===== config.mk =====
export PLATFORM = sky130hd
export DESIGN_NAME = reflet_subword_mem_unit
export DESIGN_NICKNAME = d
export VERILOG_FILES = /design/src/rtl/reflet_subword_mem_unit.sv
export SDC_FILE = /design/constraint.sdc
export NUM_CORES = 1
export LEC_CHECK = 0
export CAP_MARGIN = 20
export CORE_ASPECT_RATIO = 0.9
export CORE_MARGIN = 5
export CORE_UTILIZATION = 45
export CTS_BUF_LIST = sky130_fd_sc_hd__clkbuf_4 sky130_fd_sc_hd__clkbuf_8
export DETAILED_ROUTE_END_ITERATION = 8
export GPL_TIMING_DRIVEN = 0
export MAX_ROUTING_LAYER = met4
export PLACE_DENSITY_LB_ADDON = 0.2
export SYNTH_ARGS = -nofsm -noshare
export SYNTH_HDL_FRONTEND = slang
export SYNTH_SLANG_ARGS = --single-unit

===== constraint.sdc =====
create_clock -name clk -period 2.3 [get_ports clk]
set_input_delay 0.69 -clock clk [delete_from_list [all_inputs] [get_ports clk]]
set_output_delay 0.69 -clock clk [all_outputs]
set_load 0.02 [all_outputs]

===== src/rtl/reflet_subword_mem_unit.sv =====
// reflet_subword_mem_unit
//   Byte-lane load/store adapter between the CPU address/ALU path and a
//   synchronous single-port RAM of width `wordsize`. Handles 8/16/32-bit and
//   full-word accesses at any lane. Sub-word stores use read-modify-write.
//   Loads are zero- or sign-extended. Misaligned accesses are flagged with
//   cpu_err and never touch the RAM.
//
// Ports:
//   clk, reset        clock, asynchronous active-low reset
//   cpu_req/cpu_ready request handshake (request sampled only while ready)
//   cpu_we            1=store, 0=load
//   cpu_size          00 full word, 01 32-bit, 10 16-bit, 11 8-bit
//   cpu_signed        sign-extend loads when 1
//   cpu_addr          byte address
//   cpu_wdata         right-aligned store data
//   cpu_rdata         right-aligned, extended load result (held)
//   cpu_ack, cpu_err  one-cycle completion pulse / misalignment flag
//   step              combinational effective byte count of cpu_size
//   ram_*             synchronous RAM port (read data valid one cycle later)
module reflet_subword_mem_unit #(
    parameter int unsigned wordsize   = 16,
    parameter int unsigned addr_width = 16
) (
    input  logic                  clk,
    input  logic                  reset,
    input  logic                  cpu_req,
    output logic                  cpu_ready,
    input  logic                  cpu_we,
    input  logic [1:0]            cpu_size,
    input  logic                  cpu_signed,
    input  logic [addr_width-1:0] cpu_addr,
    input  logic [wordsize-1:0]   cpu_wdata,
    output logic [wordsize-1:0]   cpu_rdata,
    output logic                  cpu_ack,
    output logic                  cpu_err,
    output logic [5:0]            step,
    output logic                  ram_en,
    output logic                  ram_we,
    output logic [addr_width-1:0] ram_addr,
    output logic [wordsize-1:0]   ram_wdata,
    input  logic [wordsize-1:0]   ram_rdata
);

    localparam int unsigned NB = wordsize / 8;
    localparam logic [addr_width-1:0] LANE_MASK = addr_width'(NB - 1);

    typedef enum logic [2:0] {IDLE, RD, MERGE, WR, DONE, ERR} state_t;

    state_t                state, state_n;

    logic                  cap_we;
    logic                  cap_signed;
    logic                  cap_full;
    logic [5:0]            cap_esize;
    logic [5:0]            cap_lane;
    logic [addr_width-1:0] cap_addr;
    logic [wordsize-1:0]   cap_wdata;
    logic [wordsize-1:0]   merged;
    logic [wordsize-1:0]   rdata_q;

    logic [5:0]            req_bytes;
    logic [5:0]            esize_in;
    logic [5:0]            lane_in;
    logic                  misaligned;
    logic                  full_in;

    logic [wordsize-1:0]   shifted;
    logic [wordsize-1:0]   load_val;
    logic [wordsize-1:0]   merge_val;

    // Effective size: requested width only when strictly narrower than a word.
    always_comb begin
        case (cpu_size)
            2'b01:   req_bytes = 6'd4;
            2'b10:   req_bytes = 6'd2;
            2'b11:   req_bytes = 6'd1;
            default: req_bytes = 6'(NB);
        endcase
        esize_in = (req_bytes < 6'(NB)) ? req_bytes : 6'(NB);
    end

    assign step       = esize_in;
    assign lane_in    = 6'(cpu_addr & LANE_MASK);
    // esize is a power of two, so lane mod esize is a mask; a full word
    // masks the whole lane and therefore demands lane 0.
    assign misaligned = (lane_in & (esize_in - 6'd1)) != '0;
    assign full_in    = (esize_in == 6'(NB));

    // Lane extraction with extension, and lane insertion for the RMW write.
    always_comb begin
        int unsigned ebits;
        int unsigned lbit;
        shifted   = ram_rdata >> {cap_lane, 3'b000};
        load_val  = '0;
        merge_val = '0;
        ebits     = 8 * int'(cap_esize);
        lbit      = 8 * int'(cap_lane);
        for (int unsigned b = 0; b < wordsize; b++) begin
            if (b < ebits)
                load_val[b] = shifted[b];
            else
                load_val[b] = cap_signed & shifted[ebits-1];
            if (b >= lbit && b < lbit + ebits)
                merge_val[b] = cap_wdata[b-lbit];
            else
                merge_val[b] = ram_rdata[b];
        end
    end

    always_ff @(posedge clk or negedge reset) begin
        if (!reset)
            state <= IDLE;
        else
            state <= state_n;
    end

    always_ff @(posedge clk or negedge reset) begin
        if (!reset) begin
            cap_we     <= 1'b0;
            cap_signed <= 1'b0;
            cap_full   <= 1'b0;
            cap_esize  <= '0;
            cap_lane   <= '0;
            cap_addr   <= '0;
            cap_wdata  <= '0;
            merged     <= '0;
            rdata_q    <= '0;
        end else begin
            if (state == IDLE && cpu_req) begin
                cap_we     <= cpu_we;
                cap_signed <= cpu_signed;
                cap_full   <= full_in;
                cap_esize  <= esize_in;
                cap_lane   <= lane_in;
                cap_addr   <= cpu_addr & ~LANE_MASK;
                cap_wdata  <= cpu_wdata;
            end
            if (state == MERGE) begin
                if (cap_we)
                    merged <= merge_val;
                else
                    rdata_q <= load_val;
            end
        end
    end

    always_comb begin
        state_n   = state;
        cpu_ready = 1'b0;
        cpu_ack   = 1'b0;
        cpu_err   = 1'b0;
        ram_en    = 1'b0;
        ram_we    = 1'b0;
        case (state)
            IDLE: begin
                cpu_ready = 1'b1;
                if (cpu_req) begin
                    if (misaligned)
                        state_n = ERR;
                    else if (cpu_we && full_in)
                        state_n = WR;
                    else
                        state_n = RD;
                end
            end
            RD: begin
                ram_en  = 1'b1;
                state_n = MERGE;
            end
            MERGE: state_n = cap_we ? WR : DONE;
            WR: begin
                ram_en  = 1'b1;
                ram_we  = 1'b1;
                state_n = DONE;
            end
            DONE: begin
                cpu_ack = 1'b1;
                state_n = IDLE;
            end
            ERR: begin
                cpu_ack = 1'b1;
                cpu_err = 1'b1;
                state_n = IDLE;
            end
            default: state_n = IDLE;
        endcase
    end

    // Driven from capture registers only, so they stay quiet while idle.
    assign ram_addr  = cap_addr;
    assign ram_wdata = cap_full ? cap_wdata : merged;
    assign cpu_rdata = rdata_q;

endmodule


After elaboration in Yosys (flattened, before gate mapping)
Cells that the tools add are included.
{ "totals": {"register_bits": 76, "latch_bits": 0, "ramBits": 0, "rom_bits": 0, "out_inout_bits": 59, "n_memories": 0} }
{ "classes": {"n_addsub": 19, "n_mul": 0, "div_mod_pow": 0, "n_lt_le_gt_ge": 66, "eq_ne": 9, "shift": 1, "muxes": 79, "bitwise_logic": 3, "n_reduce_logical": 24} }
{ "op_table": {"columns": ["cell", "n"], "rows": [
  ["$lt 32x5->1 const B", 17],
  ["$lt 4x32->1 const A", 7],
  ["$lt 3x32->1 const A", 4],
  ["$lt 4x9->1 const A", 8],
  ["$bmux 1 s4", 17],
  ["$lt 1x32->1 const A", 2],
  ["$lt 2x32->1 const A", 2],
  ["$mux 1", 54],
  ["$sub 4x4->5 const A", 8],
  ["$lt 3x9->1 const A", 4],
  ["$ge 4x4->1 const A", 8],
  ["$sub 3x4->5 const A", 4],
  ["$logic_and 1x1->1", 18],
  ["$lt 1x9->1 const A", 2],
  ["$lt 2x9->1 const A", 2],
  ["$ge 3x4->1 const A", 4],
  ["$mux 16", 1],
  ["$shr 16x4->16", 1],
  ["$pmux 3 s4", 1],
  ["$add 4x9->10", 1],
  ["$lt 4x10->1 const A", 1],
  ["$sub 1x4->5 const A", 2],
  ["$sub 2x4->5 const A", 2],
  ["$sub 9x1->10 const B", 1],
  ["22 further kinds", 30]
]} }

Logic depth before layout (Yosys ltp)
Gate-level depths: netlist (run 1).
{ "logic_depth": {"depth_word": 10, "mapped_depth": 7} }

Least setup slack after synthesis (run 1)
OpenSTA, ideal clock, no wires.
{ "synth_timing": {"kind": "register to register", "start": "register cap_esize[0]", "end": "register merged[0]", "setup_ns": 0.137, "arrival_time_ns": 1.926, "setup_slack_ns": 0.237, "stages_incl_launch_ff": 8, "path_buffers": 1, "synth_period_minus_slack_ns": 2.063, "cell_sequence": "dfrtp_1 > ha_1 > ha_1 > buf_4 > nor4_1 > a311oi_4 > mux2i_1 > a21oi_1"} }
{ "synth_via": {"elab_chain_cells": 4} }
{ "synth_rtl": {"columns": ["element", "line_no", "rtl"], "rows": [
  ["start, declared", "54", "logic [5:0] cap_esize;"],
  ["start signal, assigned", "133", "cap_esize <= esize_in;"],
  ["$add 4x9->10", "103", "if (b >= lbit && b < lbit + ebits)"],
  ["$lt 1x32->1", "103", null],
  ["$logic_and 1x1->1", "103", null],
  ["$mux 1", "103", null],
  ["end signal, assigned", "140", "merged <= merge_val;"],
  ["end, declared", "58", "logic [wordsize-1:0] merged;"]
]} }
Every way passes these cells.
A chain may end at the register's enable or synchronous reset.

Worst setup path after layout (run 1)
{ "layout_timing": {"start": "register cap_full", "end": "output ram_wdata[10]"} }
{ "layout_via": {"elab_chain_cells": 1} }
{ "layout_rtl": {"columns": ["element", "line_no", "rtl"], "rows": [
  ["start, declared", "53", "logic cap_full;"],
  ["start signal, assigned", "132", "cap_full <= full_in;"],
  ["$mux 16", "191", "assign ram_wdata = cap_full ? cap_wdata : merged;"],
  ["end, declared", "40", "output logic [wordsize-1:0] ram_wdata,"]
]} }
Every way passes these cells.

==> results by group, run 1 <==
Status
  – Outcome: completed

Global routing
  – Global-route wire length before repair: 14990 um
  – Grt total ovfl: 0
  – Antenna violations before repair: 0
  – Vias in the first global route: 2963
  – Total Routing Usage GR: 19.76%
  – Maximum number of pins on one net before global-route repair: 57

Route
  – Drt via density: 5.372
  – TritonRoute pass-1 iters: 6
  – Total Wirelength: 9215 um
  – Initial drt markers: 89
  – Antenna Violating Nets Remaining: 0
  – Average wire length per cell after detail routing: 17.22 um
  – Residual DRC: 0
  – Via count: 2874

Clock tree
  – Clk pin slew, worst setup/hold paths: 0.08 ns
  – Clock Path Buffers: 2
  – Number of buffers inserted during clock tree synthesis: 9
  – Root cell of the clock tree: clkbuf_8
  – Quantity of hold-fixing buffers added after cts: 0
  – Later-pin clock latency in the skew report: 0.35 ns
  – H-tree lvl count: 3
  – CTS sink count: 73
  – Clock tree from TritonCTS: done

Pwr
  – Static leakage: 2.183 nW
  – Overall power after layout: 7.591 mW
  – Max IR drop VDD: 844.0 uV
  – Power per cell area: 1488 nW/um^2

Placement
  – Dpl cells: 517
  – Global placement routability congestion: 0.8750
  – HPWL after detailed placement: 6857 um
  – Post-placement cell area: 4818 sq um
  – Setup slack at placement: -0.5689 ns
  – I/O Buffers: 108

Yosys
  – Synth Area per Inst: 11.61 sq um
  – Number of synthesized register bits: 73
  – Cell count after synthesis: 308
  – Number of synthesized flops with an enable pin: 0
  – Cell Area, Synth: 3577 sq um
  – Most used flip-flop cell after synthesis: dfrtp_1
  – Sequential element share of the synthesized area: 51.07%
  – Total number of yosys warnings: 0
  – Number of different library cells in the post-synthesis netlist: 33
  – Async set-reset flop share out of synthesis: 100.0%

Final layout
  – Fill cell instance count of the final layout: 621
  – Count of antenna diodes in the layout: 0
  – Sequential cell area: 1832 sq um
  – Core utilization of the finished layout: 66.63%
  – Fin nets: 491
  – Final design area excluding fillers: 5102 sq um
  – Most frequent standard cell in the layout excluding fill and tap cells: clkdlybuf4s50_1
  – Layout Area Growth over Synthesis: 42.64%
  – Number of standard cells in the layout, taps in and fillers out: 535
  – Highest-count cells in the layout ignoring fill and taps: clkdlybuf4s50_1 (84), dfrtp_1 (69), mux2_2 (58)
  – Multi-input gate area: 1642 sq um
  – Share of layout cells above drive strength 1: 26.20%

Critical path
  – Worst EP arrival: 1.56 ns
  – CP max stage delay: 0.40 ns
  – Kind of critical path: register to output pin
  – Sequence of cells on the critical path: clkbuf_8 -> mux2_2 -> clkdlybuf4s15_1
  – Kind of start point of the critical path: register
  – Source of the worst register-to-register timing path: cap_esize[0]$_DFFE_PN0P_
  – Worst path required time: 1.61 ns
  – Top fanout value on the critical path: 10
  – Worst setup path startpoint: cap_full$_DFFE_PN0P_
  – Critical Path Slowest Stage Cell: dfrtp_2
  – Type of element capturing the critical path: output pin

STA
  – Min Tclk post-route: 2.252 ns
  – Post-route setup TNS: 0 ns
  – Slew Limit Fails: 0
  – PnR worst setup slack: 0.04755 ns
  – RSZ-0062 raised after global routing: no
  – Fmax: 444.0 MHz
  – Post-route fraction of the period consumed by the critical path: 97.93%
  – Number of failing hold endpoints at the final stage: 0
  – Final clock skew: 0.01105 ns
  – Worst hold slack: 0.2104 ns
  – Number of failing setup endpoints in the final timing report: 0

Die
  – Top-level I/O count: 114
  – Starting density of the core: 46.72%
  – Area enclosed by the die boundary: 9835 sq um
  – FP Rows: 30
  – Die width: 104.0 um
  – Floorplan die height: 94.59 um
  – Floorplan Core Area: 7657 sq um

Worst hold path
  – Type of the tightest min-delay check: input port to async pin

Job
  – Max-cap violation count: 0
-- worst paths after layout --
kind,to,slack (ns),depth (start not counted)
worst max-delay path,ram_wdata[10],0.05,3
worst min-delay path,ram_addr[2]$_DFFE_PN0P_,0.21,1
worst max register to register,merged[7]$_DFFE_PN0P_,0.13,8
worst min register to register,ram_addr[3]$_DFFE_PN0P_,0.51,1
max in group asynchronous,cap_full$_DFFE_PN0P_,1.53,2
min in group clk,ram_addr[3]$_DFFE_PN0P_,0.51,1
-- state kept, by name, summed over array words and instances, names as in the netlist --
register	cells
cap_we	1
cap_esize	3
merged	16
cap_lane	1
state	3
cap_signed	1
ram_addr	15
cpu_rdata	16
cap_wdata	16
cap_full	1
-- critical path, delay by kind of cell, from the launching register on --
family | cells | cell delay, ns
buf+inv | 2 | 0.47
flops | 1 | 0.40
mux | 1 | 0.34
-- routing by layer --
layer,vias to the layer above,track usage [%],routed length [um]
li1,1347,-,-
met2,108,30.94,4370
met5,-,-,0
met1,1410,25.35,4132
met4,0,5.286,77
met3,9,5.742,634
-- synth_stat cells (2+ instances only) --
| cell | n | share of area, % |
|---|---|---|
| dfrtp_1 | 73 | 51 |
| nand2b_1 | 2 | 0.35 |
| a31oi_1 | 8 | 1.4 |
| nand2_1 | 10 | 1.0 |
| ha_1 | 2 | 0.70 |
| buf_2 | 6 | 0.84 |
| nor3_1 | 3 | 0.42 |
| mux2_2 | 58 | 18 |
| nor2_1 | 34 | 3.6 |
| nor2b_1 | 5 | 0.87 |
| a22o_1 | 8 | 2.0 |
| o31a_1 | 8 | 2.0 |
| and2_1 | 4 | 0.70 |
| clkbuf_1 | 8 | 0.84 |
| buf_4 | 10 | 2.1 |
| mux2i_1 | 18 | 5.0 |
| a21oi_1 | 25 | 3.5 |
| o21ai_0 | 10 | 1.4 |
| nand3_1 | 2 | 0.28 |
-- report_power, final --
part | internal (mW) | switching (mW)
clock network | 0.761 | 0.472
logic | 2.02 | 1.96
registers | 1.91 | 0.474
total | 4.68 | 2.91
-- cell type report --
| type | instances | area share [%] |
|---|---|---|
| Clock inverter | 5 | 2.011 |
| Sequential cell | 73 | 35.90 |
| Clock buffer | 11 | 2.845 |
| Inverter | 1 | 0.07357 |
| Tap cell | 96 | 2.354 |
| Buffer | 23 | 2.771 |
| Timing Repair Buffer | 112 | 21.87 |
| Multi-Input combinational cell | 214 | 32.17 |
-- repair_timing --
item | in CTS | in global routing
setup endpoints to repair | 25 | 28
cloned | 0 | 0
resized for setup | 32 | 24
pin swaps | 1 | 0
setup buffers | 3 | 0
-- logic make-up after synthesis --
group           Yosys count  synth area share, %
mux                      76                23.29
flops                    73                51.07
simple gates             67                9.024
compound gates           64                11.93
buf+inv                  25                3.882
fa+ha+maj                 2               0.6994
other cells               1               0.1048
(Power assumes the default switching activity.)
==> inputs of run 2 (changes only) <==
CORE_UTILIZATION = 44   (was 45)
==> results by group, run 2 (same netlist as run 1, synthesis figures left out) <==
Final layout
  – Core utilization of the finished layout: 63.69%
  – Layout Area Growth over Synthesis: 42.25%
  – Fin nets: 490
  – Highest-count cells in the layout ignoring fill and taps: clkdlybuf4s50_1 (84), dfrtp_1 (69), mux2_2 (58)
  – Share of layout cells above drive strength 1: 25.17%
  – Sequential cell area: 1832 sq um
  – Final design area excluding fillers: 5089 sq um
  – Number of standard cells in the layout, taps in and fillers out: 536
  – Most frequent standard cell in the layout excluding fill and tap cells: clkdlybuf4s50_1
  – Count of antenna diodes in the layout: 0
  – Multi-input gate area: 1642 sq um
  – Fill cell instance count of the final layout: 638

STA
  – Post-route setup TNS: 0 ns
  – Number of failing setup endpoints in the final timing report: 0
  – Fmax: 443.9 MHz
  – Worst hold slack: 0.2708 ns
  – Min Tclk post-route: 2.253 ns
  – Slew Limit Fails: 0
  – Post-route fraction of the period consumed by the critical path: 97.95%
  – RSZ-0062 raised after global routing: no
  – Final clock skew: 0.009405 ns
  – Number of failing hold endpoints at the final stage: 0

Job
  – Max-cap violation count: 0

Pwr
  – Power per cell area: 1484 nW/um^2
  – Max IR drop VDD: 733.4 uV
  – Static leakage: 2.162 nW

Placement
  – HPWL after detailed placement: 6784 um
  – I/O Buffers: 108
  – Dpl cells: 520
  – Post-placement cell area: 4822 sq um
  – Global placement routability congestion: 0.8572

Die
  – FP Rows: 31
  – Area enclosed by the die boundary: 10040 sq um
  – Starting density of the core: 44.77%
  – Die width: 105.0 um
  – Floorplan Core Area: 7990 sq um
  – Top-level I/O count: 114
  – Floorplan die height: 95.54 um

Status
  – Outcome: completed

Clock tree
  – H-tree lvl count: 3
  – Quantity of hold-fixing buffers added after cts: 0
  – CTS sink count: 73
  – Number of buffers inserted during clock tree synthesis: 9
  – Clk pin slew, worst setup/hold paths: 0.08 ns
  – Root cell of the clock tree: clkbuf_8
  – Clock tree from TritonCTS: done
  – Clock Path Buffers: 2
  – Later-pin clock latency in the skew report: 0.34 ns

Critical path
  – Crit path buffers/inverters: 3
  – Top fanout value on the critical path: 5
  – CP max stage delay: 0.48 ns
  – Worst EP arrival: 1.56 ns
  – Kind of start point of the critical path: input port
  – Kind of critical path: input port to output pin
  – Sequence of cells on the critical path: clkdlybuf4s50_1 -> nand2_2 -> inv_1 -> clkdlybuf4s15_2
  – Critical Path Slowest Stage Cell: clkdlybuf4s50_1
  – Category of cells accounting for the largest share of critical-path delay: buffers and inverters
  – Worst path required time: 1.61 ns
  – Type of element capturing the critical path: output pin

Route
  – Average wire length per cell after detail routing: 17.19 um
  – Residual DRC: 0
  – TritonRoute pass-1 iters: 4
  – Drt via density: 5.295
  – Initial drt markers: 152
  – Total Wirelength: 9215 um
  – Antenna Violating Nets Remaining: 0
  – Via count: 2838

Global routing
  – Maximum number of pins on one net before global-route repair: 46
  – Vias in the first global route: 2888
  – Global-route wire length before repair: 14650 um
  – Antenna violations before repair: 0
  – Total Routing Usage GR: 19.10%
  – Grt total ovfl: 0

Worst hold path
  – Type of the tightest min-delay check: input port to async pin
run 2: final cells by class:
type                       count  share of cell area [%]
buffer                        23                   2.778
timing repair buffer         111                   21.91
tap                           99                   2.434
sequential                    73                   36.00
clock inverter                 6                   2.115
inverter                       1                 0.07376
multi-input combinational    214                   32.26
clock buffer                   9                   2.434
run 2: worst reg2reg max path: stages (launching register included):
cell and delay (ns):
dfrtp_1 0.46, ha_1 0.24, ha_1 0.22, a21boi_2 0.29, a21oi_2 0.15, buf_2 0.20
o31a_1 0.27, a22o_1 0.21
run 2: report_power, final:
part | total [mW] | switching (mW) | internal, mW | leakage, nW
Combinational | 4.00 | 1.98 | 2.01 | 1.21
Clock | 1.17 | 0.462 | 0.710 | 0.115
Sequential | 2.38 | 0.476 | 1.91 | 0.840
run 2: what timing repair did:
action | 4_1_cts | 5_1_grt
setup buffers | 2 | 0
setup endpoints to repair | 31 | 29
gates cloned | 0 | 0
pin swaps | 1 | 0
resized for setup | 33 | 16
run 2: layer usage:
| metal | global-route usage (%) | vias up | routed length [um] | share of wire (%) |
|---|---|---|---|---|
| met5 | - | - | 0 | 0 |
| met4 | 5.857 | 0 | 159 | 1.7 |
| met3 | 6.026 | 14 | 672 | 7.3 |
| met2 | 28.30 | 104 | 4131 | 45 |
| met1 | 25.20 | 1376 | 4252 | 46 |
| li1 | - | 1344 | - | - |
run 2: metrics by stage:
stage / setup WS [ns] / total power [mW]
final: 0.04713 / 7.552
after global routing: 0.001606 / 8.042
after CTS: 0.01908 / 7.578
after detailed placement: -0.5649 / 6.449
after global placement: -2.022 / 6.355
after floorplan: 0.2371 / 4.818
run 2: final timing paths:
path	start	to	slack, ns	depth (start not counted)
max	cpu_size[0]	step[0]	0.05	4
min	reset	cpu_rdata[11]$_DFFE_PN0P_	0.27	1
max reg2reg	cap_esize[0]$_DFFE_PN0P_	merged[12]$_DFFE_PN0P_	0.14	7
min reg2reg	ram_addr[7]$_DFFE_PN0P_	ram_addr[7]$_DFFE_PN0P_	0.51	1
max in group asynchronous	reset	merged[12]$_DFFE_PN0P_	1.47	2
min in group clk	ram_addr[7]$_DFFE_PN0P_	ram_addr[7]$_DFFE_PN0P_	0.51	1
==> inputs of run 3 (changes only) <==
CORE_ASPECT_RATIO = unset   (was 0.9)
HOLD_SLACK_MARGIN = 0.15   (was unset)
==> results by group, run 3 (same netlist as run 1, synthesis figures left out) <==
Placement
  – Global placement routability congestion: 0.8025
  – Setup slack at placement: -0.5687 ns
  – HPWL after detailed placement: 7076 um
  – I/O Buffers: 108

Die
  – Die width: 100.2 um
  – Floorplan die height: 100.2 um
  – Floorplan Core Area: 7807 sq um
  – FP Rows: 32
  – Area enclosed by the die boundary: 10030 sq um
  – Starting density of the core: 45.82%
  – Top-level I/O count: 114

Clock tree
  – Clk pin slew, worst setup/hold paths: 0.07 ns
  – Clock tree from TritonCTS: done
  – H-tree lvl count: 3
  – Clock Path Buffers: 2
  – Later-pin clock latency in the skew report: 0.35 ns
  – Number of buffers inserted during clock tree synthesis: 9
  – Quantity of hold-fixing buffers added after cts: 0
  – Root cell of the clock tree: clkbuf_8
  – CTS sink count: 73

Critical path
  – CP max stage delay: 0.38 ns
  – Type of element capturing the critical path: output pin
  – Worst reg2reg endpoint: merged[14]$_DFFE_PN0P_
  – Category of cells accounting for the largest share of critical-path delay: buffers and inverters
  – Sequence of cells on the critical path: clkbuf_8 -> mux2_2 -> dlygate4sd2_1
  – Top fanout value on the critical path: 10
  – Critical Path Slowest Stage Cell: dfrtp_2
  – Worst path required time: 1.61 ns
  – Worst reg2reg setup slack: 0.12 ns
  – Source of the worst register-to-register timing path: cap_esize[0]$_DFFE_PN0P_
  – Kind of critical path: register to output pin
  – Worst EP arrival: 1.57 ns
  – Worst-case reg-to-reg path depth: 7
  – Kind of start point of the critical path: register
  – Crit path buffers/inverters: 2

STA
  – Min Tclk post-route: 2.264 ns
  – PnR worst setup slack: 0.03564 ns
  – Slew Limit Fails: 0
  – Post-route fraction of the period consumed by the critical path: 98.45%
  – RSZ-0062 raised after global routing: no
  – Post-route setup TNS: 0 ns
  – Fmax: 441.6 MHz
  – Number of failing setup endpoints in the final timing report: 0
  – Number of failing hold endpoints at the final stage: 0
  – Final clock skew: 0.008910 ns

Final layout
  – Fill cell instance count of the final layout: 667
  – Highest-count cells in the layout ignoring fill and taps: clkdlybuf4s50_1 (85), dfrtp_1 (69), mux2_2 (58)
  – Layout Area Growth over Synthesis: 40.99%
  – Share of layout cells above drive strength 1: 25.45%
  – Fin nets: 492
  – Most frequent standard cell in the layout excluding fill and tap cells: clkdlybuf4s50_1
  – Count of antenna diodes in the layout: 0

Global routing
  – Met3 Usage GRT: 4.587%
  – Met1 layer usage reported by global route: 25.01%
  – Grt total ovfl: 0
  – Total Routing Usage GR: 20.03%
  – Maximum number of pins on one net before global-route repair: 44
  – Global-route wire length before repair: 15390 um
  – Vias in the first global route: 3069
  – Met2 routing resource usage after global routing: 32.52%
  – Global route hottest layer: met2
  – Antenna violations before repair: 0

Route
  – Average wire length per cell after detail routing: 17.57 um
  – Antenna Violating Nets Remaining: 0
  – Residual DRC: 0
  – TritonRoute pass-1 iters: 4
  – Total Wirelength: 9525 um
  – Via count: 2883
  – Initial drt markers: 105
  – Drt via density: 5.319

Job
  – Max-cap violation count: 0

Pwr
  – Power per cell area: 1459 nW/um^2
  – Overall power after layout: 7.359 mW
  – P_sw: 2.952 mW
  – Switching part of the total power: 40.12%
  – Sequential share of power: 32.3%
  – Part of the total power dissipated in the clock network: 12.9%
  – Combinational power share: 54.8%
  – Max IR drop VDD: 701.6 uV
  – Static leakage: 2.143 nW
  – Internal power summed over all cells: 4.407 mW

Worst hold path
  – Type of the tightest min-delay check: input port to async pin

Status
  – Outcome: completed
-- run 3: final cells by class --
class | count | area (sq um) | share of cell area [%]
plain buffers | 23 | 141.4 | 2.803
well taps | 102 | 127.6 | 2.530
flip-flops and latches | 73 | 1832 | 36.32
inverters | 1 | 3.754 | 0.07442
repair buffers | 113 | 1116 | 22.13
multi-input cells | 214 | 1642 | 32.55
clock buffers | 13 | 166.4 | 3.299
clock inverters | 3 | 15.01 | 0.2977
-- run 3: metrics by stage --
stage	utilization (%)	cell area [sq um]	hold WS [ns]	instances
after global placement	61.49	4801	0.4883	522
final	64.60	5044	0.2739	542
after detailed placement	61.71	4818	0.4935	523
after CTS	64.31	5021	0.2913	540
after global routing	64.60	5044	0.3019	542
after floorplan	-	3592	0.3944	312
-- run 3: per-layer routing --
metal | routed length [um] | up-vias
li1 | - | 1350
met1 | 4123 | 1423
met2 | 4683 | 98
met3 | 613 | 12
met4 | 105 | 0
met5 | 0 | -
-- run 3: worst max-delay path by stage --
stage | to | startpoint | depth (start not counted)
final | ram_wdata[6] | cap_full$_DFFE_PN0P_ | 3
after global routing | ram_wdata[13] | cap_full$_DFFE_PN0P_ | 3
after CTS | step[0] | cpu_size[1] | 4
after detailed placement | ram_wdata[9] | cap_full$_DFFE_PN0P_ | 4
after global placement | ram_addr[9]$_DFFE_PN0P_ | reset | 1
after floorplan | merged[0]$_DFFE_PN0P_ | cap_esize[0]$_DFFE_PN0P_ | 7
-- run 3: power by group through the flow --
stage               Sequential [mW]  Clock (mW)  Combinational (mW)
global route                   2.46        1.02                4.34
finish                         2.38       0.947                4.04
detailed placement             2.40           0                4.07
global placement               2.35           0                3.99
CTS                            2.38       0.966                4.02
floorplan                      2.60           0                2.22
-- run 3: what timing repair did --
item / 4_1_cts / 5_1_grt
endpoints found under the setup margin: 32 / 16
pin swaps: 1 / 0
endpoints found under the hold margin: 0 / 0
setup buffers: 2 / 2
resized for setup: 34 / 12
